--- src/rtl/tt_mux_rr_scheduler_if.sv ---
// Request/data and grant/mux signals shared between the pin-side logic and the
// round-robin scheduler.
interface tt_mux_rr_scheduler_if;
    logic [3:0] req;
    logic [3:0] data_in;
    logic [1:0] sel;
    logic [3:0] grant;
    logic       valid;
    logic       data_out;
    logic       busy;

    modport master (
        output req, data_in,
        input  sel, grant, valid, data_out, busy
    );

    modport slave (
        input  req, data_in,
        output sel, grant, valid, data_out, busy
    );
endinterface

--- src/rtl/tt_mux_rr_scheduler.sv ---
// Round-robin scheduler sharing one 4:1 single-bit mux between four requesters,
// with bounded burst length and a mandatory dead cycle after every grant.
//
// state   | meaning
// IDLE    | no grant, arbitrating when ena = 1
// GRANT   | requester sel owns the mux, hold_cnt counts burst cycles
// GAP     | one dead cycle after a release, then back to IDLE
module tt_mux_rr_scheduler #(
    parameter int MAX_HOLD = 8
) (
    input  logic                        clk,
    input  logic                        rst_n,
    input  logic                        ena,
    tt_mux_rr_scheduler_if.slave        bus
);

    typedef enum logic [1:0] {
        S_IDLE  = 2'd0,
        S_GRANT = 2'd1,
        S_GAP   = 2'd2
    } state_t;

    localparam logic [3:0] HOLD_LAST = 4'(MAX_HOLD - 1);

    state_t     state_q, state_d;
    logic [1:0] sel_q, sel_d;
    logic [1:0] ptr_q, ptr_d;
    logic [3:0] hold_q, hold_d;
    logic [3:0] grant_q, grant_d;
    logic       win_found;
    logic [1:0] win_idx;
    logic [1:0] cand;

    // Scan from the highest offset down so the lowest offset from ptr wins.
    always_comb begin
        win_found = 1'b0;
        win_idx   = ptr_q;
        cand      = ptr_q;
        for (int i = 3; i >= 0; i--) begin
            cand = ptr_q + 2'(i);
            if (bus.req[cand]) begin
                win_found = 1'b1;
                win_idx   = cand;
            end
        end
    end

    always_comb begin
        state_d = state_q;
        sel_d   = sel_q;
        ptr_d   = ptr_q;
        hold_d  = hold_q;
        if (!ena) begin
            state_d = S_IDLE;
            hold_d  = 4'd0;
        end else begin
            case (state_q)
                S_IDLE: begin
                    if (win_found) begin
                        state_d = S_GRANT;
                        sel_d   = win_idx;
                        hold_d  = 4'd0;
                    end
                end
                S_GRANT: begin
                    if (!bus.req[sel_q] || (hold_q == HOLD_LAST)) begin
                        state_d = S_GAP;
                        ptr_d   = sel_q + 2'd1;
                        hold_d  = 4'd0;
                    end else begin
                        hold_d  = hold_q + 4'd1;
                    end
                end
                S_GAP:   state_d = S_IDLE;
                default: state_d = S_IDLE;
            endcase
        end
        grant_d = (state_d == S_GRANT) ? (4'b0001 << sel_d) : 4'b0000;
    end

    always_ff @(posedge clk) begin
        if (!rst_n) begin
            state_q <= S_IDLE;
            sel_q   <= 2'd0;
            ptr_q   <= 2'd0;
            hold_q  <= 4'd0;
            grant_q <= 4'd0;
        end else begin
            state_q <= state_d;
            sel_q   <= sel_d;
            ptr_q   <= ptr_d;
            hold_q  <= hold_d;
            grant_q <= grant_d;
        end
    end

    assign bus.sel      = sel_q;
    assign bus.grant    = grant_q;
    assign bus.valid    = (state_q == S_GRANT);
    assign bus.busy     = (state_q != S_IDLE);
    assign bus.data_out = (state_q == S_GRANT) ? bus.data_in[sel_q] : 1'b0;

endmodule

--- src/flat_wrapper.sv ---
// flat-port wrapper written by rule: the top's interface ports become plain ports
module tt_mux_rr_scheduler_flat 
#(
    parameter int MAX_HOLD = 8
)
  (clk, rst_n, ena, bus_req, bus_data_in, bus_sel, bus_grant, bus_valid, bus_data_out, bus_busy);
  tt_mux_rr_scheduler_if bus_i ();
  input  logic clk;
  input  logic rst_n;
  input  logic ena;
  input wire logic [$bits(bus_i.req)-1:0] bus_req;
  input wire logic [$bits(bus_i.data_in)-1:0] bus_data_in;
  output wire logic [$bits(bus_i.sel)-1:0] bus_sel;
  output wire logic [$bits(bus_i.grant)-1:0] bus_grant;
  output wire logic [$bits(bus_i.valid)-1:0] bus_valid;
  output wire logic [$bits(bus_i.data_out)-1:0] bus_data_out;
  output wire logic [$bits(bus_i.busy)-1:0] bus_busy;
  assign bus_i.req = bus_req;
  assign bus_i.data_in = bus_data_in;
  assign bus_sel = bus_i.sel;
  assign bus_grant = bus_i.grant;
  assign bus_valid = bus_i.valid;
  assign bus_data_out = bus_i.data_out;
  assign bus_busy = bus_i.busy;
  tt_mux_rr_scheduler #(.MAX_HOLD(MAX_HOLD)) u_core (.clk(clk), .rst_n(rst_n), .ena(ena), .bus(bus_i));
endmodule
--- config.mk ---
export PLATFORM = sky130hd
export DESIGN_NAME = tt_mux_rr_scheduler_flat
export DESIGN_NICKNAME = d
export VERILOG_FILES = /design/src/rtl/tt_mux_rr_scheduler_if.sv /design/src/rtl/tt_mux_rr_scheduler.sv /design/src/flat_wrapper.sv
export SDC_FILE = /design/constraint.sdc
export NUM_CORES = 1
export LEC_CHECK = 0
export CORE_MARGIN = 2
export CORE_UTILIZATION = 41
export DETAILED_ROUTE_END_ITERATION = 16
export GPL_TIMING_DRIVEN = 0
export PLACE_DENSITY = 0.72
export SLEW_MARGIN = 15
export SYNTH_ARGS = -nofsm -noshare
export SYNTH_HDL_FRONTEND = slang
export SYNTH_SLANG_ARGS = --single-unit
--- constraint.sdc ---
create_clock -name clk -period 1.7 [get_ports clk]
set_clock_uncertainty 0.15 [all_clocks]
set_input_delay 0.255 -clock clk [delete_from_list [all_inputs] [get_ports clk]]
set_output_delay 0.255 -clock clk [all_outputs]
set_load 0.005 [all_outputs]
Yosys cells after proc, flatten, opt, wreduce, memory -nomap -nowiden
Cells that the tools add are included.
W data, S select, Z words.

word-level totals
  input port bits = 11
  output and inout port bits = 9
  bits in registers = 14
  word-level logic and storage cells = 60

cells by class
  add/subtract/negate cells = 5
  shifts and indexed selects = 1
  reduce and logical (&&, ||, !) cells = 9
  magnitude comparators = 5
  eq/ne operators = 4
  mux-type cells = 31

operator list
  kind                   number
  $mux W2                10
  $lt A2 B3 Y1 const B   5
  $bmux W1 S2            6
  $mux W1                11
  $mux W4                2
  $pmux W4 S2            1
  $reduce_and A2 Y1      3
  $add A2 B1 Y2 const B  2
  $add A2 B2 Y2 const B  2
  $add A4 B1 Y4 const B  1
  $eq A2 B1 Y1 const B   2
  $eq A4 B3 Y1 const B   1
  $pmux W2 S2            1
  $reduce_bool A2 Y1     2
  $shl A1 B2 Y4 const A  1
  $reduce_and A3 Y1      1
  $logic_not A2 Y1       1
  $ne A2 B1 Y1 const B   1
  $logic_not A1 Y1       1
  $logic_or A1 B1 Y1     1

Depth between registers and ports, before layout
  word-level depth = 12
  mapped depth = 6
  gate-level depth less buffers = 6

Worst setup path before layout
No wires, ideal clock.

  path kind = reg-to-reg
  start point = register u_core.sel_q[0] (netlist: u_core.bus.sel[0])
  end point = register u_core.hold_q[0]
  required time = 1425 ps
  stages on the path, launching flop included = 6
  setup slack = -59 ps
  setup time = 125 ps
  data arrival time = 1483 ps
  period minus slack after synthesis = 1759 ps
  path buffers = 0
  path through = dfxtp_1 > mux4_2 > o21ai_2 > nor3_4 > o311ai_4 > nor2_1

on the way
  longest elaborated chain between the ends = 6

RTL lines
  element                        line                       RTL
  start: declaration             tt_mux_rr_scheduler.sv:26  logic [1:0] sel_q, sel_d;
  start signal: assignment       tt_mux_rr_scheduler.sv:90  sel_q <= sel_d;
  $bmux W1 S2                    tt_mux_rr_scheduler.sv:66  if (!bus.req[sel_q] || (hold_q == HOLD_LAST)) begin
  $mux W1 (not written as such)  tt_mux_rr_scheduler.sv:66
  $logic_not A1 Y1               tt_mux_rr_scheduler.sv:66
  $logic_or A1 B1 Y1             tt_mux_rr_scheduler.sv:66
  $mux W4                        tt_mux_rr_scheduler.sv:66
  $pmux W4 S2                    tt_mux_rr_scheduler.sv:57  case (state_q)
  end signal: assignment         tt_mux_rr_scheduler.sv:92  hold_q <= hold_d;
  end: declaration               tt_mux_rr_scheduler.sv:28  logic [3:0] hold_q, hold_d;

Every way passes these cells. The select of a mux whose other input is x is not followed.
A chain may end at the register's enable or synchronous reset.

Worst setup path in the final report
  start point = register u_core.sel_q[0] (netlist: u_core.bus.sel[0])
  end point = output bus_data_out

on the way
  longest elaborated chain between the ends = 3

RTL lines
  element                        line                        RTL
  $bmux W1 S2                    tt_mux_rr_scheduler.sv:101  assign bus.data_out = (state_q == S_GRANT) ? bus.data_in[sel_q] : 1'b0;
  $mux W1 (not written as such)  tt_mux_rr_scheduler.sv:101
  $mux W1                        tt_mux_rr_scheduler.sv:101
  end: declaration               flat_wrapper.sv:16          output wire logic [$bits(bus_i.data_out)-1:0] bus_data_out;

Every way passes these cells. The select of a mux whose other input is x is not followed.

==> results list <==
* Critical-path top delay cell: sky130_fd_sc_hd__mux4_2
- Entering global routing, the biggest net connects 9 pins.
- In the routed design, unresolved DRC markers number 0.
- Counting along the longest clock path gives a buffer depth of 2.
- For this design the ratio of total power to cell area is 679 mW/mm^2.
- During placement, the flow inserted port buffers numbering 19.
- Num rows: 15
* Routed WL: 1890 um
* DR pass1 iterations: 4
- Total number of nets in the final design: 120
- Clock transition at the registers of the reported paths: 90 ps
* Average wire per cell in the routed design: 14.3 um
- For this configuration, the core starts out at a cell density of 0.433.
- DIE HEIGHT: 46.5 um
* Sum of buffers and inverters on the critical path: 1
- Post-route setup slack: -99.2 ps
- Counting flops with a built-in enable in the synthesized netlist gives 0.
* Leakage power summed over all cells: 0.453 nW
- Type of element capturing the critical path: output port
* Violated checks: setup timing
- The worst setup path is launched from a register.
- Once layout is complete, the utilization of the core stands at 0.637.
- The clock net in this run drives a total of 14 sinks.
* Category of cells accounting for the largest share of critical-path delay: multiplexers
- Flip-flop cell with the highest count after synthesis: sky130_fd_sc_hd__dfxtp_1
* Number of top-level pins: 20
* Total vias in the final route: 683
- CP peak stage delay: 480 ps
- TritonCTS clock tree: built
- Initial antenna violation count: 0
* Die span in x: 46.5 um
- Cell breakdown of the critical path: mux4_2, and2_4, buf_6
- Final critical-path share of the clock period: 1.06
- Timing-limited maximum frequency: 556 MHz
- Counting distinct cell types in the post-synthesis netlist gives 34.
* Count of antenna diodes in the layout: 0
* Placed cell area: 962 sq um
- Final setup violation count: 12
- Total core area: 0.00171 sq mm
- Post-synthesis sequential element count: 14
- Root Buffer Master: sky130_fd_sc_hd__clkbuf_4
- The hold violation count in the final report came to 0.
- Of the cells placed in the final design, the portion with a size suffix greater than 1 is 0.318.
- Sequential-to-total area share from yosys stat: 0.379
* Average footprint of a synthesized cell: 9.48 sq um
* RSZ-0062 raised after global routing: true
- Across all hold checks on the routed design, the worst slack comes to 361 ps.
- Relative to the synthesized area, the layout overhead comes to 47.2%.
- Number of antenna-violating nets in the routed design: 0
- CTS hold repair buffers: 0
- Number of violations of the max-capacitance limit: 0
- Counting every net in the synthesized netlist gives 90.
- Clock network latency to the later pin of the worst-skew pair: 290 ps
* Hold/Removal Path Class: register to register
- Run status: complete, but fails checks
* Maximum fanout along the worst path: 2
- The critical path in this run is classified as register to output port.
- CTS built an H-tree with a depth of 1.
- Least-Margin Pin Slew: 409 ps
- Synthesized instance count: 78
- Routability-driven placement finished with a final weighted congestion of 0.861.
* Average via count per standard cell: 5.17
- Worst EP arrival: 1390 ps
* Shortest clock period the worst path allows after layout: 1800 ps
- Async S/R FF share, synth: 0
- At the worst endpoint, the required time is 1290 ps.
- Global-route wire length before repair: 2800 um
* Post-layout instance area: 0.00109 sq mm
- DRT iter0 DRCs: 16
* Global-route total usage across every layer: 0.196
* Yosys warning total: 0
* Number of buffers inserted during clock tree synthesis: 3
- Peak supply drop: 0.470 mV
* Headroom to the max-slew limit: 0.726
- Most common cell after layout, fill and taps aside: sky130_fd_sc_hd__clkdlybuf4s50_1
- The top cell types in the final layout, fill and taps aside, are 11 x sky130_fd_sc_hd__clkdlybuf4s50_1, 10 x sky130_fd_sc_hd__dfxtp_1, 8 x sky130_fd_sc_hd__nor2_1.
- The via count of the first global-routing pass was 614.
- The final count of pins violating max slew is 0.
- The cell area that synthesis handed to floorplanning was 739 sq um.
- The die covers 0.00216 sq mm.
- After global routing the overflow that remains totals 0.
sequential cells by signal (all words and copies together), names as in the netlist:
name / cells
u_core.bus.grant: 4
u_core.bus.sel: 2
u_core.hold_q: 4
u_core.ptr_q: 2
u_core.state_q: 2
per-stage QoR:
stage               std cells  worst slack (ps)  total power [mW]  setup TNS, ps
floorplan                  78              19.3             0.413              0
global placement          122              -480             0.473          -6290
detailed placement        122              -494             0.477          -6500
CTS                       131              -100             0.730           -718
global route              132              -165             0.769          -1640
finish                    132             -99.2             0.739           -745
per-layer routing:
layer / wire length (um) / track usage / vias to the layer above
li1: - / - / 335
met1: 821 / 0.242 / 314
met2: 892 / 0.300 / 29
met3: 138 / 0.0667 / 5
met4: 34 / 0.103 / 0
met5: 0 / 0 / -
worst reg2reg max path: cells and delay by family, from the launching register on:
| family | cells | cell delay [ps] |
|---|---|---|
| mux | 1 | 520 |
| compound gates | 2 | 380 |
| flops | 1 | 370 |
| simple gates | 2 | 150 |
| buf+inv | 1 | 100 |
final timing paths:
| path | start | to | slack [ps] | cells after the start |
|---|---|---|---|---|
| worst max-delay path | u_core.bus.sel[0] | bus_data_out | -100 | 3 |
| worst min-delay path | u_core.ptr_q[1] | u_core.ptr_q[1] | 360 | 2 |
| worst max register to register | u_core.bus.sel[0] | u_core.hold_q[2] | -80 | 6 |
| worst min register to register | u_core.ptr_q[1] | u_core.ptr_q[1] | 360 | 2 |
layout make-up:
cell class                 instances  area (sq um)
timing repair buffer              25           235
tap                               25          31.3
multi-input combinational         59           477
sequential                        14           290
inverter                           5          18.8
clock buffer                       4          36.3
fill                             138           619
cells in the mapped netlist (all sizes together), types with 2 or more instances:
library cell  count  area (sq um)
a21oi             5          28.8
and2              4          25.0
dfxtp            14           280
inv               5          18.8
mux4              2          48.8
nand2             6          22.5
nand3             2          15.0
nor2             10          37.5
nor2b             2          12.5
nor3              3          26.3
nor3b             2          15.0
o21ai             5          28.8
xor2              3          26.3
power breakdown:
| part | internal, mW | switching [mW] | total (mW) |
|---|---|---|---|
| registers | 0.335 | 0.00785 | 0.343 |
| logic | 0.0763 | 0.0663 | 0.143 |
| clock network | 0.131 | 0.123 | 0.254 |
| total | 0.542 | 0.197 | 0.739 |
cells by family (layout without fill, tap and decap cells):
logic type               after synthesis  after routing  synth area share
AND/OR/NAND/NOR                       34             34             0.261
AO/OA/AOI/OAI                         17             17             0.191
flip-flops                            14             14             0.379
buffers and inverters                  5             34            0.0254
XOR/XNOR                               4              4            0.0474
multiplexers                           3              3            0.0795
adder cells (fa/ha/maj)                1              1            0.0169
repair_timing:
action,4_1_cts,5_1_grt
endpoints found under the setup margin,17,16
gates resized for setup,23,6
hold endpoints to repair,0,0
buffers inserted,5,1
gates cloned,0,0
pin swaps,8,6
Note: power is estimated with default switching activity, not from simulation.
